`src/rtl/sine_pkg.sv`:
```
// Shared constants for the multi-channel sine DDS: opcodes, channel modes,
// parser states and table sizing helpers.
package sine_pkg;

  localparam logic [3:0] OP_SET_MODE = 4'h1;
  localparam logic [3:0] OP_SET_FTW  = 4'h2;
  localparam logic [3:0] OP_SYNC     = 4'h3;

  localparam logic [1:0] MODE_OFF = 2'd0;
  localparam logic [1:0] MODE_EXT = 2'd1;
  localparam logic [1:0] MODE_INT = 2'd2;

  typedef enum logic [1:0] {S_IDLE, S_DATA, S_EXEC} pstate_e;

  localparam real PI = 3.14159265358979;

  function automatic int midscale(input int out_w);
    return 2 ** (out_w - 1);
  endfunction

  // Quarter wave includes both endpoints (0 and peak).
  function automatic int qtbl_entries(input int addr_w);
    return 2 ** (addr_w - 2) + 1;
  endfunction

  localparam int MIDSCALE = 128;
  localparam int QTBL_N   = 257;

endpackage

```
`src/rtl/sine_quarter_lut.sv`:
```
// Quarter-wave sine table with quadrant folding; one registered sample out.
// Table contents are computed at elaboration from ADDR_W/OUT_W.
module sine_quarter_lut
  import sine_pkg::*;
#(
  parameter int ADDR_W = 10,
  parameter int OUT_W  = 8
) (
  input  logic              clk,
  input  logic              rst,
  input  logic [ADDR_W-1:0] addr_i,
  output logic [OUT_W-1:0]  sample_o
);

  localparam int QN  = qtbl_entries(ADDR_W) - 1;
  localparam int AMP = midscale(OUT_W) - 1;
  localparam int IW  = ADDR_W - 1;
  localparam logic [OUT_W-1:0] MIDV = OUT_W'(midscale(OUT_W));

  logic [OUT_W-2:0] tbl [0:QN];

  for (genvar k = 0; k <= QN; k++) begin : g_tbl
    localparam int M = $rtoi(real'(AMP) * $sin(PI * real'(k) / real'(2 * QN)) + 0.5);
    assign tbl[k] = (OUT_W-1)'(M);
  end

  logic [1:0]        quad;
  logic [ADDR_W-3:0] q;
  logic [IW-1:0]     idx;
  logic [OUT_W-2:0]  mag;
  logic [OUT_W-1:0]  samp_d, samp_q;

  always_comb begin
    quad = addr_i[ADDR_W-1 -: 2];
    q    = addr_i[ADDR_W-3:0];
    // Odd quadrants walk the quarter table backwards.
    idx  = quad[0] ? IW'(QN) - IW'(q) : IW'(q);
    mag  = tbl[idx];
    samp_d = quad[1] ? MIDV - OUT_W'(mag) : MIDV + OUT_W'(mag);
  end

  always_ff @(posedge clk) begin
    if (rst) samp_q <= MIDV;
    else     samp_q <= samp_d;
  end

  assign sample_o = samp_q;

endmodule

```
`src/rtl/sine_dds_multi.sv`:
```
// UART-byte-controlled multi-channel sine DDS: frame parser, per-channel
// phase accumulators (internal FTW or external pulse stepping) and table lookup.
module sine_dds_multi
  import sine_pkg::*;
#(
  parameter int NUM_CH      = 2,
  parameter int ACC_W       = 24,
  parameter int FTW_W       = 16,
  parameter int ADDR_W      = 10,
  parameter int OUT_W       = 8,
  parameter int TIMEOUT_CYC = 100000
) (
  input  logic                    clk,
  input  logic                    rst,
  input  logic                    rx_valid,
  input  logic [7:0]              rx_byte,
  input  logic [NUM_CH-1:0]       ext_pulse,
  output logic [NUM_CH*OUT_W-1:0] sine_wave,
  output logic                    frame_ok,
  output logic                    frame_err
);

  localparam int NB = FTW_W / 8;
  localparam int CW = $clog2(NB + 1);
  localparam int TW = $clog2(TIMEOUT_CYC + 1);
  localparam logic [OUT_W-1:0] MIDV = OUT_W'(midscale(OUT_W));
  localparam logic [ACC_W-1:0] STEP = ACC_W'(1) << (ACC_W - ADDR_W);

  pstate_e          st_q, st_d;
  logic [3:0]       op_q, op_d, ch_q, ch_d;
  logic [CW-1:0]    cnt_q, cnt_d;
  logic [FTW_W-1:0] dat_q, dat_d;
  logic [TW-1:0]    tmo_q, tmo_d;
  logic             err_q, err_d;
  logic [NUM_CH-1:0] s1_q, s2_q, s3_q, rise;

  always_comb begin
    st_d  = st_q;
    op_d  = op_q;
    ch_d  = ch_q;
    cnt_d = cnt_q;
    dat_d = dat_q;
    tmo_d = tmo_q;
    err_d = 1'b0;
    case (st_q)
      S_IDLE: if (rx_valid) begin
        op_d  = rx_byte[7:4];
        ch_d  = rx_byte[3:0];
        tmo_d = '0;
        case (rx_byte[7:4])
          OP_SET_MODE: begin cnt_d = CW'(1);  st_d = S_DATA; end
          OP_SET_FTW:  begin cnt_d = CW'(NB); st_d = S_DATA; end
          OP_SYNC:     st_d = S_EXEC;
          default:     err_d = 1'b1;
        endcase
      end
      S_DATA: begin
        if (rx_valid) begin
          dat_d = (dat_q << 8) | FTW_W'(rx_byte);
          tmo_d = '0;
          cnt_d = cnt_q - 1'b1;
          if (cnt_q == CW'(1)) st_d = S_EXEC;
        end else if (tmo_q == TW'(TIMEOUT_CYC - 1)) begin
          err_d = 1'b1;
          st_d  = S_IDLE;
        end else begin
          tmo_d = tmo_q + 1'b1;
        end
      end
      default: st_d = S_IDLE;
    endcase
  end

  always_ff @(posedge clk) begin
    if (rst) begin
      st_q  <= S_IDLE;
      op_q  <= '0;
      ch_q  <= '0;
      cnt_q <= '0;
      dat_q <= '0;
      tmo_q <= '0;
      err_q <= 1'b0;
      s1_q  <= '0;
      s2_q  <= '0;
      s3_q  <= '0;
    end else begin
      st_q  <= st_d;
      op_q  <= op_d;
      ch_q  <= ch_d;
      cnt_q <= cnt_d;
      dat_q <= dat_d;
      tmo_q <= tmo_d;
      err_q <= err_d;
      s1_q  <= ext_pulse;
      s2_q  <= s1_q;
      s3_q  <= s2_q;
    end
  end

  assign rise = s2_q & ~s3_q;

  logic in_exec, ch_valid, mode_bad, exec_ok, do_sync, wr_mode, wr_ftw;

  // SYNC ignores the channel field; other ops need a real channel.
  assign in_exec   = (st_q == S_EXEC);
  assign ch_valid  = ({1'b0, ch_q} < 5'(NUM_CH));
  assign mode_bad  = (op_q == OP_SET_MODE) && (dat_q[1:0] == 2'd3);
  assign exec_ok   = in_exec && ((op_q == OP_SYNC) || (ch_valid && !mode_bad));
  assign do_sync   = in_exec && (op_q == OP_SYNC);
  assign wr_mode   = exec_ok && (op_q == OP_SET_MODE);
  assign wr_ftw    = exec_ok && (op_q == OP_SET_FTW);
  assign frame_ok  = exec_ok;
  assign frame_err = err_q | (in_exec & ~exec_ok);

  for (genvar c = 0; c < NUM_CH; c++) begin : g_ch
    logic [1:0]       mode_q;
    logic [FTW_W-1:0] ftw_q;
    logic [ACC_W-1:0] acc_q, acc_d;
    logic [OUT_W-1:0] lut_s, out_q;
    logic             sel;

    assign sel = (ch_q == 4'(c));

    always_comb begin
      acc_d = acc_q;
      if (do_sync) acc_d = '0;
      else begin
        case (mode_q)
          MODE_INT: acc_d = acc_q + ACC_W'(ftw_q);
          MODE_EXT: if (rise[c]) acc_d = acc_q + STEP;
          default:  acc_d = acc_q;
        endcase
      end
    end

    always_ff @(posedge clk) begin
      if (rst) begin
        mode_q <= MODE_OFF;
        ftw_q  <= '0;
        acc_q  <= '0;
        out_q  <= MIDV;
      end else begin
        if (wr_mode && sel) mode_q <= dat_q[1:0];
        if (wr_ftw && sel)  ftw_q  <= dat_q;
        acc_q <= acc_d;
        out_q <= (mode_q == MODE_OFF) ? MIDV : lut_s;
      end
    end

    sine_quarter_lut #(.ADDR_W(ADDR_W), .OUT_W(OUT_W)) u_lut (
      .clk      (clk),
      .rst      (rst),
      .addr_i   (acc_q[ACC_W-1 -: ADDR_W]),
      .sample_o (lut_s)
    );

    assign sine_wave[c*OUT_W +: OUT_W] = out_q;
  end

endmodule

```
`config.mk`:
```
export PLATFORM = sky130hd
export DESIGN_NAME = sine_dds_multi
export DESIGN_NICKNAME = d
export VERILOG_FILES = /design/src/rtl/sine_pkg.sv /design/src/rtl/sine_quarter_lut.sv /design/src/rtl/sine_dds_multi.sv
export SDC_FILE = /design/constraint.sdc
export NUM_CORES = 1
export LEC_CHECK = 0
export BUFFER_PORTS_ARGS = -buffer_cell sky130_fd_sc_hd__buf_2
export CAP_MARGIN = 5
export CORE_MARGIN = 3
export CORE_UTILIZATION = 58
export CTS_CLUSTER_SIZE = 8
export DETAILED_ROUTE_END_ITERATION = 8
export PLACE_DENSITY = 0.79
export SLEW_MARGIN = 10
export SYNTH_ARGS = -nofsm -noshare
export SYNTH_HDL_FRONTEND = slang
export SYNTH_SLANG_ARGS = --single-unit
export TNS_END_PERCENT = 100
```
`constraint.sdc`:
```
create_clock -name clk -period 11.6 [get_ports clk]
set_clock_uncertainty 0.15 [all_clocks]
set_input_delay 2.32 -clock clk [delete_from_list [all_inputs] [get_ports clk]]
set_output_delay 2.32 -clock clk [all_outputs]
set_load 0.1 [all_outputs]
```
# --- Word level (Yosys, flattened, before mapping) ---
# Memory sizes are Yosys's and may differ from the RTL's.
# Cells that the tools add are included.
totals:
  rom_bits: 7168
  mem_count: 2
  in_bits: 13
  register_bits: 168
  output_inout_bits: 18
  word_cells: 132
classes:
  n_eq_ne: 25
  n_addsub: 12
  n_lt_le_gt_ge: 3
  n_mux: 31
  reduce_logical: 31
  bitwise_logic: 8
mem_list:
  columns: ["name", "depth", "word_bits", "read_ports", "rd_ports_with_merged_regs", "write_ports", "line", "source"]
  rows:
  - ["(no name shown)", 512, 7, 1, 0, 0, "sine_quarter_lut.sv:38", "mag = tbl[idx];"]
  - ["(no name shown)", 512, 7, 1, 0, 0, "sine_quarter_lut.sv:38", null]
ops:
  columns: ["operator", "n"]
  rows:
  - ["$pmux W24 S2", 2]
  - ["$mux W17", 3]
  - ["$add A24 B15 Y24 const B", 2]
  - ["$add A24 B16 Y24", 2]
  - ["$mux W24", 2]
  - ["$pmux W17 S2", 1]
  - ["$mux W7", 4]
  - ["$ge A10 B10 Y1 const B", 2]
  - ["$not A9 Y10", 2]
  - ["$mux W9", 2]
  - ["$sub A9 B8 Y9 const A", 2]
  - ["$add A17 B1 Y17 const B", 1]
  - ["$eq A17 B17 Y1 const B", 1]
  - ["$add A8 B7 Y8 const A", 2]
  - ["$eq A4 B2 Y1 const B", 4]
  - ["$mux W8", 2]
  - ["$or A16 B8 Y16", 1]
  - ["$pmux W2 S2", 4]
  - ["$sub A8 B7 Y8 const A", 2]
  - ["$eq A4 B1 Y1 const B", 3]
  - ["$mux W2", 6]
  - ["$logic_and A1 B1 Y1", 10]
  - ["$ne A3 B3 Y1 const B", 3]
  - ["$eq A2 B1 Y1 const B", 4]
  - ["23 further kinds", 43]

# --- Longest topological paths before layout ---
logic_depth:
  ltp_word: 9
  mapped_depth: 21
  mapped_depth_nobuf: 18

# --- Modules after synthesis ---
# Synthesis repeated with hierarchy kept, for this count alone.
hier_totals:
  cells_unflattened: 1579
  hier_area_um2: 12205.5
by_module_without_submodules:
  columns: ["mod", "area_per_inst_um2", "seq_area_each_um2", "cells_each", "instances"]
  rows:
  - ["sine_dds_multi", 7443.4, 3042.9, 882, 1]
  - ["sine_quarter_lut at g_ch[0].u_lut", 2422.3, 160.2, 347, 1]
  - ["sine_quarter_lut at g_ch[1].u_lut", 2339.7, 160.2, 350, 1]

# --- Worst setup path before layout ---
# No wires, ideal clock.
synth_timing:
  path_kind: "register to register"
  start: "reg g_ch[0].acc_q[14]"
  end: "reg g_ch[0].u_lut.samp_q[4]"
  arrival_time_ns: 4.381
  stages_incl_launch_ff: 21
  required_time_ns: 11.322
  period_less_slack_ns: 4.658
  path_slack_ns: 6.942
  path_buffers: 2
  setup_ns: 0.128
  cell_sequence: "dfxtp_1 > buf_2 > inv_1 > ha_1 > nand2_1 > o21ai_1 > inv_1 > clkbuf_1 > ha_1 > or4b_2 > a221oi_1 > o32ai_1 > a211oi_1 > o31ai_1 > o311ai_0 > and2_1 > ha_1 > inv_1 > o31ai_1 > xnor2_1 > nor2_1"
synth_via:
  elab_chain_len: 8
  elab_cells_between_ends: 9
  classes_between: "3 x add/sub; 4 x mux; 1 x bitwise; 1 x memory"
synth_rtl:
  columns: ["element", "line", "source"]
  rows:
  - ["start, declared", "sine_dds_multi.sv:118", "logic [ACC_W-1:0] acc_q, acc_d;"]
  - ["start signal, assigned", "sine_dds_multi.sv:140", "acc_q <= '0;"]
  - ["start signal, assigned", "sine_dds_multi.sv:145", "acc_q <= acc_d;"]
  - ["$sub A9 B8 Y9", "sine_quarter_lut.sv:37", "idx = quad[0] ? IW'(QN) - IW'(q) : IW'(q);"]
  - ["$mux W9 *", "sine_quarter_lut.sv:37", null]
  - ["$not A9 Y10 (implied by the code) *", "sine_quarter_lut.sv:38", null]
  - ["$mem_v2 Z512 W7 *", null, null]
  - ["$mux W7 (implied by the code) * (2 in series)", "sine_quarter_lut.sv:38", null]
  - ["$add A8 B7 Y8 / $sub A8 B7 Y8 (equally long branches)", "sine_quarter_lut.sv:39", "samp_d = quad[1] ? MIDV - OUT_W'(mag) : MIDV + OUT_W'(mag);"]
  - ["$mux W8 *", "sine_quarter_lut.sv:39", null]
  - ["end signal, assigned", "sine_quarter_lut.sv:44", "else samp_q <= samp_d;"]
  - ["end, declared", "sine_quarter_lut.sv:31", "logic [OUT_W-1:0] samp_d, samp_q;"]
# Every way passes the cells marked *; elsewhere a longest branch is shown, timed or not. The select of a mux whose other input is x is not followed.
# A chain may end at the register's enable or synchronous reset.

# --- Final worst setup path ---
# Same ends and word-level chain as after synthesis.

==> flow_summary.toml <==
[cts]
cts_tree = "yes"
h-tree-depth = 4
cts_buffers = 17
cts_setup_buffers = 0
clock_sinks = 168
clk_latency_ns = 0.43
cts-root-buf = "clkbuf_16"
hold_buffers = 0
clk_pin_slew_ns = 0.07
cts_resized = 0
cts_max_path_buffers = 2

[route]
drc = 0
drt-total-wl_um = 32000
drt-pass1-iter-count = 6
drt-initial-drc-count = 1219
route.vias.total = 12000
routedWlPerCell_um = 17.4
vias_per_cell = 6.54
drtAntennaViolNets = 0

[timing]
setup_violations = 0
finalCritPeriodShare_pct = 49.0
hold_violations = 0
tns_ns = 0
period_minus_slack_ns = 5.68
slew_violations = 0
worstMarginPinSlew_ns = 1.18
max_slew_margin_pct = 21.1
fmax_mhz = 176
whs_ns = 0.265
rsz0062_at_grt = "no"

[job]
max-cap-violations = 0

[logic_synthesis]
synth.most_common_cell = "nand2_1"
synth_top_area_cell = "dfxtp_1"
syn_nets = 1680
synth-seq-cells = 168
synthCells = 1611
ys_seq_area_share_pct = 27.1
async_flop_share_pct = 0
ys.flop_type = "dfxtp_1"
yosys.area.top_type_share_pct = 27.1
synth_area_sq_um = 12400
yosys-top-cells-count = "nand2_1, dfxtp_1, nor2_1"
synth_area_leaders = "dfxtp_1, mux2i_1, ha_1"
synth_edf_count = 0
yosysUniqueCellTypes = 96
synth_warnings = 0
postSynthAreaPerCell_sq_um = 7.71

[power]
peakVddDrop_v = 0.000132
finalPower_mw = 1.18
powerDensity_nw_per_um2 = 90.0
p_leak_nw = 5.21

[critical_path]
worst_setup_path_end_kind = "flop"
worstPathRequired_ns = 11.73
crit_path_top_delay_cell = "dfxtp_1"
cp.arrival_ns = 5.81
max_stage_delay_ns = 0.73
crit_type = "reg -> reg"
worst_setup_path_start_kind = "flop"
path_cells = "inv_1 -> ha_1 -> nand2_1 -> o21ai_1 -> inv_1 -> ha_1 -> or4b_2 -> a221oi_1 -> o32ai_1 -> a211oi_1 -> o31ai_1 -> o311ai_0 -> and2_1 -> ha_1 -> inv_1 -> o31ai_1 -> xnor2_1 -> nor2_1"
cp_max_fo = 16

[global_route]
antenna_found_initial = 0
grt_pass1_vias = 11000
grt_max_degree = 94
grt_remaining_overflow = 0
grtUsageTotal_pct = 26.5
grt_pass1_wl_um = 53300

[floorplan]
rows = 52
io_pins = 31
die_area_sq_um = 23200
die_height_um = 152
core_sq_um = 20600
die_w_um = 152
initial_core_util_pct = 60.2

[finish]
fin_area_sq_um = 13100
syn_to_final_growth_pct = 5.64
nets = 1627
num_antenna_cells = 0
layout-drive-gt1-share_pct = 7.83

[placement]
dpl_cell_area_sq_um = 12500
io_buffers = 30
gp_congestion = 1.02
dp_hpwl_um = 22000

[worst_hold_path]
hp-class = "reg -> reg"

[run_status]
status = "finished, final reports clean"
## logic make-up after synthesis
kind of cell             after synthesis  synth area share (%)
AND/OR/NAND/NOR                      614                  24.3
multiplexers                          71                  5.75
flip-flops                           168                  27.1
adder cells (fa/ha/maj)               56                  5.76
AO/OA/AOI/OAI                        466                  25.7
XOR/XNOR                              78                  5.87
buffers and inverters                158                  5.57
## path summary, 6_finish.rpt
check	from	end	slack, ns	cells after the start
hold / removal	g_ch[0].u_lut.sample_o[7]	g_ch[0].out_q[7]	0.27	1
setup reg to reg	g_ch[0].acc_q[14]	g_ch[0].u_lut.sample_o[4]	5.92	18
hold reg to reg	g_ch[0].u_lut.sample_o[7]	g_ch[0].out_q[7]	0.27	1
setup / recovery	g_ch[0].acc_q[14]	g_ch[0].u_lut.sample_o[4]	5.92	18
## area by class of cell
type,count,area (sq um)
clock buffers,18,429
clock inverters,14,164
fillers,1758,7510
inverters,35,131
multi-input cells,1285,8380
flip-flops and latches,168,3360
well taps,270,338
repair buffers,51,308
## flip-flops by register name (all words and copies together) (netlist names)
name                 count
g_ch.u_lut.sample_o     16
op_q                     4
g_ch.ftw_q              32
g_ch.mode_q              4
tmo_q                   17
dat_q                   16
err_q                    1
g_ch.out_q              16
st_q                     2
ch_q                     4
cnt_q                    2
s1_q                     2
s3_q                     2
g_ch.acc_q              48
s2_q                     2
## layout by cell type, fill, tap and decap left out, types with 11 or more instances in the layout
master / netlist / layout
o21ai_0: 74 / 74
nor2_1: 160 / 160
a21oi_1: 127 / 127
nand4_1: 20 / 20
nand3_1: 34 / 34
dfxtp_1: 168 / 168
mux2i_1: 68 / 68
a211oi_1: 28 / 28
and3_1: 15 / 15
buf_2: 34 / 30
or3_1: 16 / 16
nor4_1: 19 / 19
inv_1: 32 / 32
nor2b_1: 28 / 28
a31oi_1: 26 / 26
a21o_1: 24 / 24
clkbuf_16: 0 / 17
nor3_1: 49 / 49
xor2_1: 29 / 28
ha_1: 54 / 54
o211ai_1: 21 / 21
nand2b_1: 20 / 20
buf_4: 7 / 21
nand2_1: 174 / 174
and2_1: 24 / 24
a221oi_1: 11 / 11
xnor2_1: 43 / 41
o22ai_1: 17 / 17
## layer usage
layer / share of wire [%] / global-route usage (%) / wire, um / vias to the layer above
met3: 7.0 / 4.40 / 2230 / 79
li1: - / - / - / 5816
met1: 44 / 35.9 / 14100 / 5654
met4: 2.5 / 8.78 / 801 / 0
met5: 0 / 0 / 0 / -
met2: 46 / 43.1 / 14900 / 496
## worst max-delay path, delay by kind of cell, from the launching register on
kind | cells | cell delay [ns]
compound gates | 7 | 1.53
xor+xnor | 1 | 0.17
fa+ha+maj | 3 | 1.09
buf+inv | 3 | 0.87
flops | 1 | 0.73
simple gates | 4 | 1.00
## metrics by stage
| stage | setup WS (ns) | util (%) | instances |
|---|---|---|---|
| CTS | 5.98 | 63.6 | 1841 |
| detailed placement | 6.04 | 60.7 | 1809 |
| global route | 5.41 | 63.6 | 1841 |
| finish | 5.92 | 63.6 | 1841 |
| global placement | 6.28 | 60.7 | 1809 |
| floorplan | 6.94 | - | 1611 |
## power by group
| group | internal, mW | total, mW | switching (mW) |
|---|---|---|---|
| registers | 0.581 | 0.585 | 0.00401 |
| clock network | 0.306 | 0.563 | 0.256 |
| logic | 0.00972 | 0.0330 | 0.0233 |
| total | 0.897 | 1.18 | 0.284 |
(Power assumes the default switching activity.)
